### src/rtl/bisr_repair_table_pkg.sv
// Shared widths and slot-to-spare mapping for the BISR fault-address table.
package bisr_repair_table_pkg;

   localparam int unsigned BANK_W       = 6;
   localparam int unsigned WORD_W       = 10;
   localparam int unsigned TAG_W        = 16;
   localparam int unsigned SPARE_BANKS  = 25;
   localparam int unsigned SPARE_WORD_W = 7;
   localparam int unsigned SPARE_SEL_W  = 5;
   localparam int unsigned SLOT_W       = SPARE_SEL_W + SPARE_WORD_W;
   localparam int unsigned MAX_ENTRIES  = SPARE_BANKS * (2 ** SPARE_WORD_W);

   typedef struct packed {
      logic [SPARE_SEL_W-1:0]  sel;
      logic [SPARE_WORD_W-1:0] addr;
   } spare_loc_t;

   // Slot i lives at spare bank i / 128, word i % 128.
   function automatic spare_loc_t slot_to_spare(input logic [SLOT_W-1:0] slot);
      spare_loc_t loc;
      loc.sel  = slot[SLOT_W-1:SPARE_WORD_W];
      loc.addr = slot[SPARE_WORD_W-1:0];
      return loc;
   endfunction

endpackage

### src/rtl/repair_match_enc.sv
// Parallel tag compare across valid slots; reports a hit and the lowest matching index.
module repair_match_enc
   import bisr_repair_table_pkg::*;
#(
   parameter int unsigned N     = 16,
   parameter int unsigned IDX_W = 5
) (
   input  logic [TAG_W-1:0] tags [N],
   input  logic [N-1:0]     valid,
   input  logic [TAG_W-1:0] key,
   output logic             match,
   output logic [IDX_W-1:0] idx
);

   // Scan high to low so the lowest matching slot wins.
   always_comb begin
      match = 1'b0;
      idx   = '0;
      for (int i = int'(N) - 1; i >= 0; i--) begin
         if (valid[i] && (tags[i] == key)) begin
            match = 1'b1;
            idx   = IDX_W'(i);
         end
      end
   end

endmodule

### src/rtl/bisr_repair_table.sv
// Deduplicating BIST fault-address table with registered lookup into spare locations.
module bisr_repair_table
   import bisr_repair_table_pkg::*;
#(
   parameter int unsigned ENTRIES = 16,
   parameter int unsigned IDX_W   = $clog2(ENTRIES + 1)
) (
   input  logic                    CLK,
   input  logic                    RSTN,
   input  logic                    CLR,
   input  logic                    FAIL_VALID,
   input  logic [BANK_W-1:0]       FAIL_SELECT,
   input  logic [WORD_W-1:0]       FAIL_ADDR,
   input  logic                    LOOKUP_EN,
   input  logic [TAG_W-1:0]        LOOKUP_ADDR,
   output logic                    HIT,
   output logic [SPARE_SEL_W-1:0]  SPARE_SEL,
   output logic [SPARE_WORD_W-1:0] SPARE_ADDR,
   output logic [IDX_W-1:0]        COUNT,
   output logic                    FULL,
   output logic                    OVERFLOW
);

   logic [TAG_W-1:0]        tag_q [ENTRIES];
   logic [ENTRIES-1:0]      valid_q, valid_d;
   logic [IDX_W-1:0]        count_q, count_d;
   logic                    ovf_q, ovf_d;
   logic                    hit_q, hit_d;
   logic [SPARE_SEL_W-1:0]  sel_q, sel_d;
   logic [SPARE_WORD_W-1:0] addr_q, addr_d;

   logic [TAG_W-1:0] ins_key;
   logic             ins_match, lk_match, full, wr_en;
   logic [IDX_W-1:0] ins_idx, lk_idx;
   spare_loc_t       lk_loc;

   assign ins_key = {FAIL_SELECT, FAIL_ADDR};
   assign full    = (count_q == IDX_W'(ENTRIES));

   repair_match_enc #(
      .N     (ENTRIES),
      .IDX_W (IDX_W)
   ) u_ins_enc (
      .tags  (tag_q),
      .valid (valid_q),
      .key   (ins_key),
      .match (ins_match),
      .idx   (ins_idx)
   );

   repair_match_enc #(
      .N     (ENTRIES),
      .IDX_W (IDX_W)
   ) u_lk_enc (
      .tags  (tag_q),
      .valid (valid_q),
      .key   (LOOKUP_ADDR),
      .match (lk_match),
      .idx   (lk_idx)
   );

   always_comb begin
      valid_d = valid_q;
      count_d = count_q;
      ovf_d   = ovf_q;
      wr_en   = 1'b0;
      if (CLR) begin
         valid_d = '0;
         count_d = '0;
         ovf_d   = 1'b0;
      end else if (FAIL_VALID && !ins_match) begin
         if (!full) begin
            wr_en   = 1'b1;
            count_d = count_q + IDX_W'(1);
            for (int i = 0; i < int'(ENTRIES); i++) begin
               if (count_q == IDX_W'(i)) valid_d[i] = 1'b1;
            end
         end else begin
            ovf_d = 1'b1;
         end
      end
   end

   // Lookup sees the pre-insert / pre-clear table.
   always_comb begin
      lk_loc = slot_to_spare(SLOT_W'(lk_idx));
      hit_d  = LOOKUP_EN && lk_match;
      sel_d  = hit_d ? lk_loc.sel : '0;
      addr_d = hit_d ? lk_loc.addr : '0;
   end

   always_ff @(posedge CLK or negedge RSTN) begin
      if (!RSTN) begin
         valid_q <= '0;
         count_q <= '0;
         ovf_q   <= 1'b0;
         hit_q   <= 1'b0;
         sel_q   <= '0;
         addr_q  <= '0;
      end else begin
         valid_q <= valid_d;
         count_q <= count_d;
         ovf_q   <= ovf_d;
         hit_q   <= hit_d;
         sel_q   <= sel_d;
         addr_q  <= addr_d;
      end
   end

   // Tags are qualified by valid bits, so they need no reset.
   always_ff @(posedge CLK) begin
      for (int i = 0; i < int'(ENTRIES); i++) begin
         if (wr_en && (count_q == IDX_W'(i))) tag_q[i] <= ins_key;
      end
   end

   assign HIT        = hit_q;
   assign SPARE_SEL  = sel_q;
   assign SPARE_ADDR = addr_q;
   assign COUNT      = count_q;
   assign FULL       = full;
   assign OVERFLOW   = ovf_q;

endmodule

### config.mk
export PLATFORM = sky130hd
export DESIGN_NAME = bisr_repair_table
export DESIGN_NICKNAME = d
export VERILOG_FILES = /design/src/rtl/bisr_repair_table_pkg.sv /design/src/rtl/repair_match_enc.sv /design/src/rtl/bisr_repair_table.sv
export SDC_FILE = /design/constraint.sdc
export NUM_CORES = 1
export LEC_CHECK = 0
export CAP_MARGIN = 20
export CORE_ASPECT_RATIO = 0.9
export CORE_MARGIN = 3
export CORE_UTILIZATION = 25
export CTS_BUF_LIST = sky130_fd_sc_hd__clkbuf_4
export CTS_CLUSTER_SIZE = 16
export DETAILED_ROUTE_END_ITERATION = 6
export HOLD_SLACK_MARGIN = 0.03
export PLACE_DENSITY = 0.37
export SLEW_MARGIN = 30
export SYNTH_ARGS = -nofsm -noshare
export SYNTH_HDL_FRONTEND = slang
export SYNTH_HIERARCHICAL = 1
export SYNTH_SLANG_ARGS = --single-unit
### constraint.sdc
create_clock -name CLK -period 5.6 [get_ports CLK]
set_input_delay 1.68 -clock CLK [delete_from_list [all_inputs] [get_ports CLK]]
set_output_delay 1.68 -clock CLK [all_outputs]
set_load 0.005 [all_outputs]
==> flow_metrics.env, run 1 <==
export IMPL_fmax_ghz=0.230
export IMPL_min_path_cells=1
export IMPL_port_buffers=49
export IMPL_place_hpwl_um=38700
export IMPL_reg2reg_to="tag_q[41]"
export IMPL_clk_path_buf_depth=3
export IMPL_peakVddDrop_v=0.000111
export IMPL_place_congestion=0.778
export IMPL_yosysWarningCount=6
export IMPL_drv_cap=0
export IMPL_cp_startpoint="COUNT[0]"
export IMPL_cp_slowest_cell="clkdlybuf4s50_1"
export IMPL_dieArea_mm2=0.0654
export IMPL_final_cell_mix="xnor2_1 (328), edfxtp_1 (256), xor2_1 (182)"
export IMPL_worstPathMaxFanout=8
export IMPL_multi_input_area_mm2=0.00659
export IMPL_outcome="completed"
export IMPL_cts_buffers=86
export IMPL_num_nets_final=1411
export IMPL_grt_pass1_wl_um=78900
export IMPL_period_minus_slack_ns=4.34
export IMPL_fp_row_count=86
export IMPL_max_slew_margin_pct=43.9
export IMPL_required_ns=3.92
export IMPL_powerDensity_mw_per_mm2=265
export IMPL_worst_ep_arrival_time_ns=2.66
export IMPL_fp_dieH_um=243
export IMPL_cts_tree="done"
export IMPL_drt_total_wl_um=55700
export IMPL_regArea_mm2=0.00839
export IMPL_netlist_instances=1200
export IMPL_wl_per_cell_um=24.5
export IMPL_p_leak_nw=6.06
export IMPL_overflow=0
export IMPL_final_common_cell="xnor2_1"
export IMPL_die_width_um=269
export IMPL_nFillCells=6226
export IMPL_cts_sinks=284
export IMPL_rsz0062_at_grt="no"
export IMPL_core_area_mm2=0.0614
export IMPL_vias=10100
export IMPL_worst_slew_pin_slew_ns=0.833
export IMPL_post_cts_buffers=0
export IMPL_postCtsHoldBufs=0
export IMPL_grt_max_degree=29
export IMPL_setup_violations=0
export IMPL_grt_pass1_vias=10400
export IMPL_ios=57
export IMPL_period_share_pct=77.5
export IMPL_max_stage_delay_ns=0.57
export IMPL_finalPower_mw=4.91
export IMPL_start_util_pct=25.4
export IMPL_antenna_found_initial=5
export IMPL_layout_drive_gt1_share_pct=19.0
export IMPL_fin_tns_setup_ns=0
export IMPL_syn_cell_area_mm2=0.0156
export IMPL_path_clk_slew_ns=0.06
export IMPL_cp_cell_sequence="inv_1, ha_1, and4bb_1, clkdlybuf4s50_1"
export IMPL_finalMaxSlewViolations=0
export IMPL_clk_latency_ns=0.81
export IMPL_worstSetupPathType="reg -> out"
export IMPL_holdCritStartpoint="valid_q[14]"
export IMPL_cts_resized=0
export IMPL_worstRegToRegCells=13
export IMPL_avgSynthCellArea_um2=13.0
export IMPL_end_kind="primary output"
export IMPL_drtAntennaViolNets=0
export IMPL_hold_path_end="valid_q[14]"
export IMPL_drt_pass1_iterations=5
export IMPL_hold_path_class="reg -> reg"
export IMPL_route_detailed_drc=0
export IMPL_drt_vias_per_instance=4.46
export IMPL_h_tree_depth=3
export IMPL_finalHoldViolations=0
export IMPL_area_delta_synth_final_pct=18.7
export IMPL_grtUsageTotal_pct=17.0
export IMPL_setup_worst_path_start_class="flip-flop"
export IMPL_r2r_slack_ns=2.25
export IMPL_crit_reg2reg_launch="tag_q[253]"
export IMPL_clock_tree_root_cell="clkbuf_4"
export IMPL_skew_ns=0.0598
export IMPL_drt_iter0_drc=623
## flip-flops by register name, indices dropped and copies added, names as in the netlist
register    count
tag_q         256
valid_q        16
COUNT           5
SPARE_ADDR      5
HIT             1
OVERFLOW        1
## how the worst max path moves through the flow
stage | to | slack (ns) | depth (start not counted)
final | FULL | 1.26 | 4
after global routing | tag_q[45] | 1.07 | 14
after CTS | FULL | 1.20 | 4
after detailed placement | tag_q[46] | 0.52 | 13
after global placement | tag_q[102] | 0.49 | 13
after floorplan | tag_q[0] | 0.14 | 9
## routing by layer
layer,vias up,track usage (%),part of all wire [%]
met1,5158,23.8,48
met5,-,0,0.016
met4,2,4.49,2.0
met2,256,26.7,45
met3,81,3.48,4.5
li1,4644,-,-
## stage by stage
stage               cell area (µm²)  worst slack [ns]  hold WS [ns]  std cells  util [%]
floorplan                     15600             0.137         0.460       1206         -
global placement              17400             0.493         0.485       2117      28.4
detailed placement            17400             0.518         0.498       2117      28.4
CTS                           18500              1.20         0.514       2271      30.1
global route                  18500              1.07         0.537       2275      30.1
finish                        18500              1.26         0.505       2275      30.1
## critical path, delay by kind of cell, from the launching register on
kind,cells,cell delay (ns)
buffers and inverters,2,0.69
DFF,1,0.45
and+or+nand+nor,1,0.45
adders and majority gates,1,0.30
## layout make-up
type	count	area share [%]
multi-input combinational	834	35.6
clock buffer	124	5.03
clock inverter	30	0.798
antenna	4	0.0541
tap	836	5.65
timing repair buffer	152	7.33
sequential	284	45.3
inverter	11	0.223
## power breakdown
group / leakage (nW) / switching [mW] / total [mW] / internal, mW
Combinational: 2.72 / 0.321 / 0.518 / 0.197
Clock: 0.641 / 0.989 / 2.05 / 1.06
Sequential: 2.69 / 0.0127 / 2.34 / 2.33
Total: 6.06 / 1.32 / 4.91 / 3.58
No activity file was read; power rests on OpenSTA's default activity.
==> run 2: changes to the inputs <==
==> constraint.sdc (replaced) <==
create_clock -name CLK -period 4.1 [get_ports CLK]
set_input_delay 1.23 -clock CLK [delete_from_list [all_inputs] [get_ports CLK]]
set_output_delay 1.23 -clock CLK [all_outputs]
set_load 0.005 [all_outputs]
==> flow_metrics.env, run 2 (synthesis results as in run 1) <==
export IMPL_outcome="completed"
export IMPL_p_sw_mw=1.84
export IMPL_timing_final_ws_setup_ns=0.180
export IMPL_final_cell_mix="xnor2_1 (328), edfxtp_1 (256), xor2_1 (182)"
export IMPL_place_congestion=0.792
export IMPL_power_frac_seq_pct=46.6
export IMPL_period_share_pct=95.6
export IMPL_clk_latency_ns=0.82
export IMPL_swShare_pct=26.9
export IMPL_p_comb_share_pct=12.9
export IMPL_worst_ep_arrival_time_ns=2.69
export IMPL_peakVddDrop_v=0.000148
export IMPL_fmax_ghz=0.255
export IMPL_grt_pass1_vias=11200
export IMPL_p_clk_share_pct=40.5
export IMPL_num_nets_final=1560
export IMPL_fp_dieH_um=243
export IMPL_h_tree_depth=3
export IMPL_vias=10800
export IMPL_grt_max_degree=29
export IMPL_clk_path_buf_depth=3
export IMPL_port_buffers=49
export IMPL_powerDensity_mw_per_mm2=336
export IMPL_finalPower_mw=6.85
export IMPL_route_detailed_drc=0
export IMPL_hold_path_class="in -> async"
export IMPL_max_slew_margin_pct=37.2
export IMPL_place_hpwl_um=42500
export IMPL_nFillCells=6229
export IMPL_skew_ns=0.0506
export IMPL_worstRegToRegCells=14
export IMPL_post_cts_buffers=0
export IMPL_setup_worst_path_start_class="flip-flop"
export IMPL_wl_per_cell_um=23.6
export IMPL_drt_pass1_iterations=5
export IMPL_clock_tree_root_cell="clkbuf_4"
export IMPL_r2r_slack_ns=0.65
export IMPL_cts_tree="done"
export IMPL_core_area_mm2=0.0614
export IMPL_period_minus_slack_ns=3.92
export IMPL_endpoint="FULL"
export IMPL_drv_cap=0
export IMPL_die_width_um=269
export IMPL_finalMaxSlewViolations=0
export IMPL_start_util_pct=25.4
export IMPL_cts_buffers=86
export IMPL_p_leak_nw=7.03
export IMPL_largest_register_ffs=256
export IMPL_setup_violations=0
export IMPL_reg2reg_to="tag_q[111]"
export IMPL_drt_iter0_drc=726
export IMPL_layout_drive_gt1_share_pct=27.0
export IMPL_p_int_mw=5.01
export IMPL_drt_total_wl_um=57200
export IMPL_area_delta_synth_final_pct=30.8
export IMPL_rsz0062_at_grt="no"
export IMPL_path_clk_slew_ns=0.07
export IMPL_post_place_cells=2266
export IMPL_grt_pass1_wl_um=81300
export IMPL_crit_reg2reg_launch="tag_q[254]"
export IMPL_end_kind="primary output"
export IMPL_dieArea_mm2=0.0654
export IMPL_drtAntennaViolNets=0
export IMPL_finalNonFillerCells=2429
export IMPL_worstSetupPathType="reg -> out"
export IMPL_grtUsageTotal_pct=17.4
export IMPL_required_ns=2.87
export IMPL_stdcell_area_mm2=0.0204
export IMPL_cts_sinks=284
export IMPL_place_ws_ns=-0.444
export IMPL_cts_resized=0
export IMPL_fp_row_count=86
export IMPL_ios=57
export IMPL_reg_top3="tag_q x256, valid_q x16"
export IMPL_worstPathMaxFanout=8
export IMPL_placed_area_mm2=0.0193
export IMPL_antenna_found_initial=3
export IMPL_final_common_cell="xnor2_1"
export IMPL_drt_vias_per_instance=4.45
export IMPL_cp_startpoint="COUNT[0]"
export IMPL_worst_slew_pin_slew_ns=0.940
export IMPL_regMostFlops="tag_q"
export IMPL_postCtsHoldBufs=0
export IMPL_finalHoldViolations=0
export IMPL_overflow=0
[run 2: final cells by class]
type	instances	area (µm²)	area share (%)
antenna	5	12.5	0.0614
timing repair buffer	301	3200	15.7
multi-input combinational	834	6610	32.4
sequential	284	8390	41.2
inverter	11	41.3	0.203
clock inverter	30	121	0.595
clock buffer	128	961	4.71
tap	836	1050	5.13
[run 2: how the worst min path moves through the flow]
stage / depth (start not counted) / from / endpoint
final: 1 / RSTN / COUNT[0]
after global routing: 1 / RSTN / valid_q[14]
after CTS: 1 / RSTN / valid_q[14]
after detailed placement: 2 / OVERFLOW / OVERFLOW
after global placement: 2 / OVERFLOW / OVERFLOW
after floorplan: 1 / valid_q[14] / valid_q[14]
[run 2: power groups by stage]
stage | logic (mW) | clock network (mW) | registers [mW]
floorplan | 0.407 | 0 | 3.25
global placement | 0.895 | 0 | 3.25
detailed placement | 0.891 | 0 | 3.25
CTS | 0.895 | 2.91 | 3.19
global route | 0.937 | 3.06 | 3.19
finish | 0.880 | 2.78 | 3.19
[run 2: per-layer routing]
metal,track usage (%),up-vias,wire (µm)
met5,0,-,0
met4,5.08,0,1400
met3,3.47,96,2740
met2,26.8,302,25500
met1,24.7,5472,27700
li1,-,4951,-
[run 2: critical path: stages (launching register included)]
cell and delay (ns):
dfrtp_1 0.46, inv_1 0.11, ha_1 0.28, and4bb_1 0.47
clkdlybuf4s50_1 0.57
[run 2: per-stage QoR]
step | hold slack [ns] | util (%) | setup TNS [ns]
2_1_floorplan | 0.460 | - | -15.17
3_3_place_gp | 0.499 | 31.4 | -52.44
3_5_place_dp | 0.504 | 31.4 | -60.37
4_1_cts | 0.501 | 33.2 | 0
5_1_grt | 0.336 | 33.2 | 0
6_report | 0.405 | 33.2 | 0
==> run 3: changes to the inputs <==
--- a/config.mk
+++ b/config.mk
@@ -14,6 +14,7 @@
 export DETAILED_ROUTE_END_ITERATION = 6
 export HOLD_SLACK_MARGIN = 0.03
 export PLACE_DENSITY = 0.37
+export SKIP_CTS_REPAIR_TIMING = 1
 export SLEW_MARGIN = 30
 export SYNTH_ARGS = -nofsm -noshare
 export SYNTH_HDL_FRONTEND = slang
==> results of run 3 <==
Same layout as run 2: the final DEF is identical, and so are final timing and power.
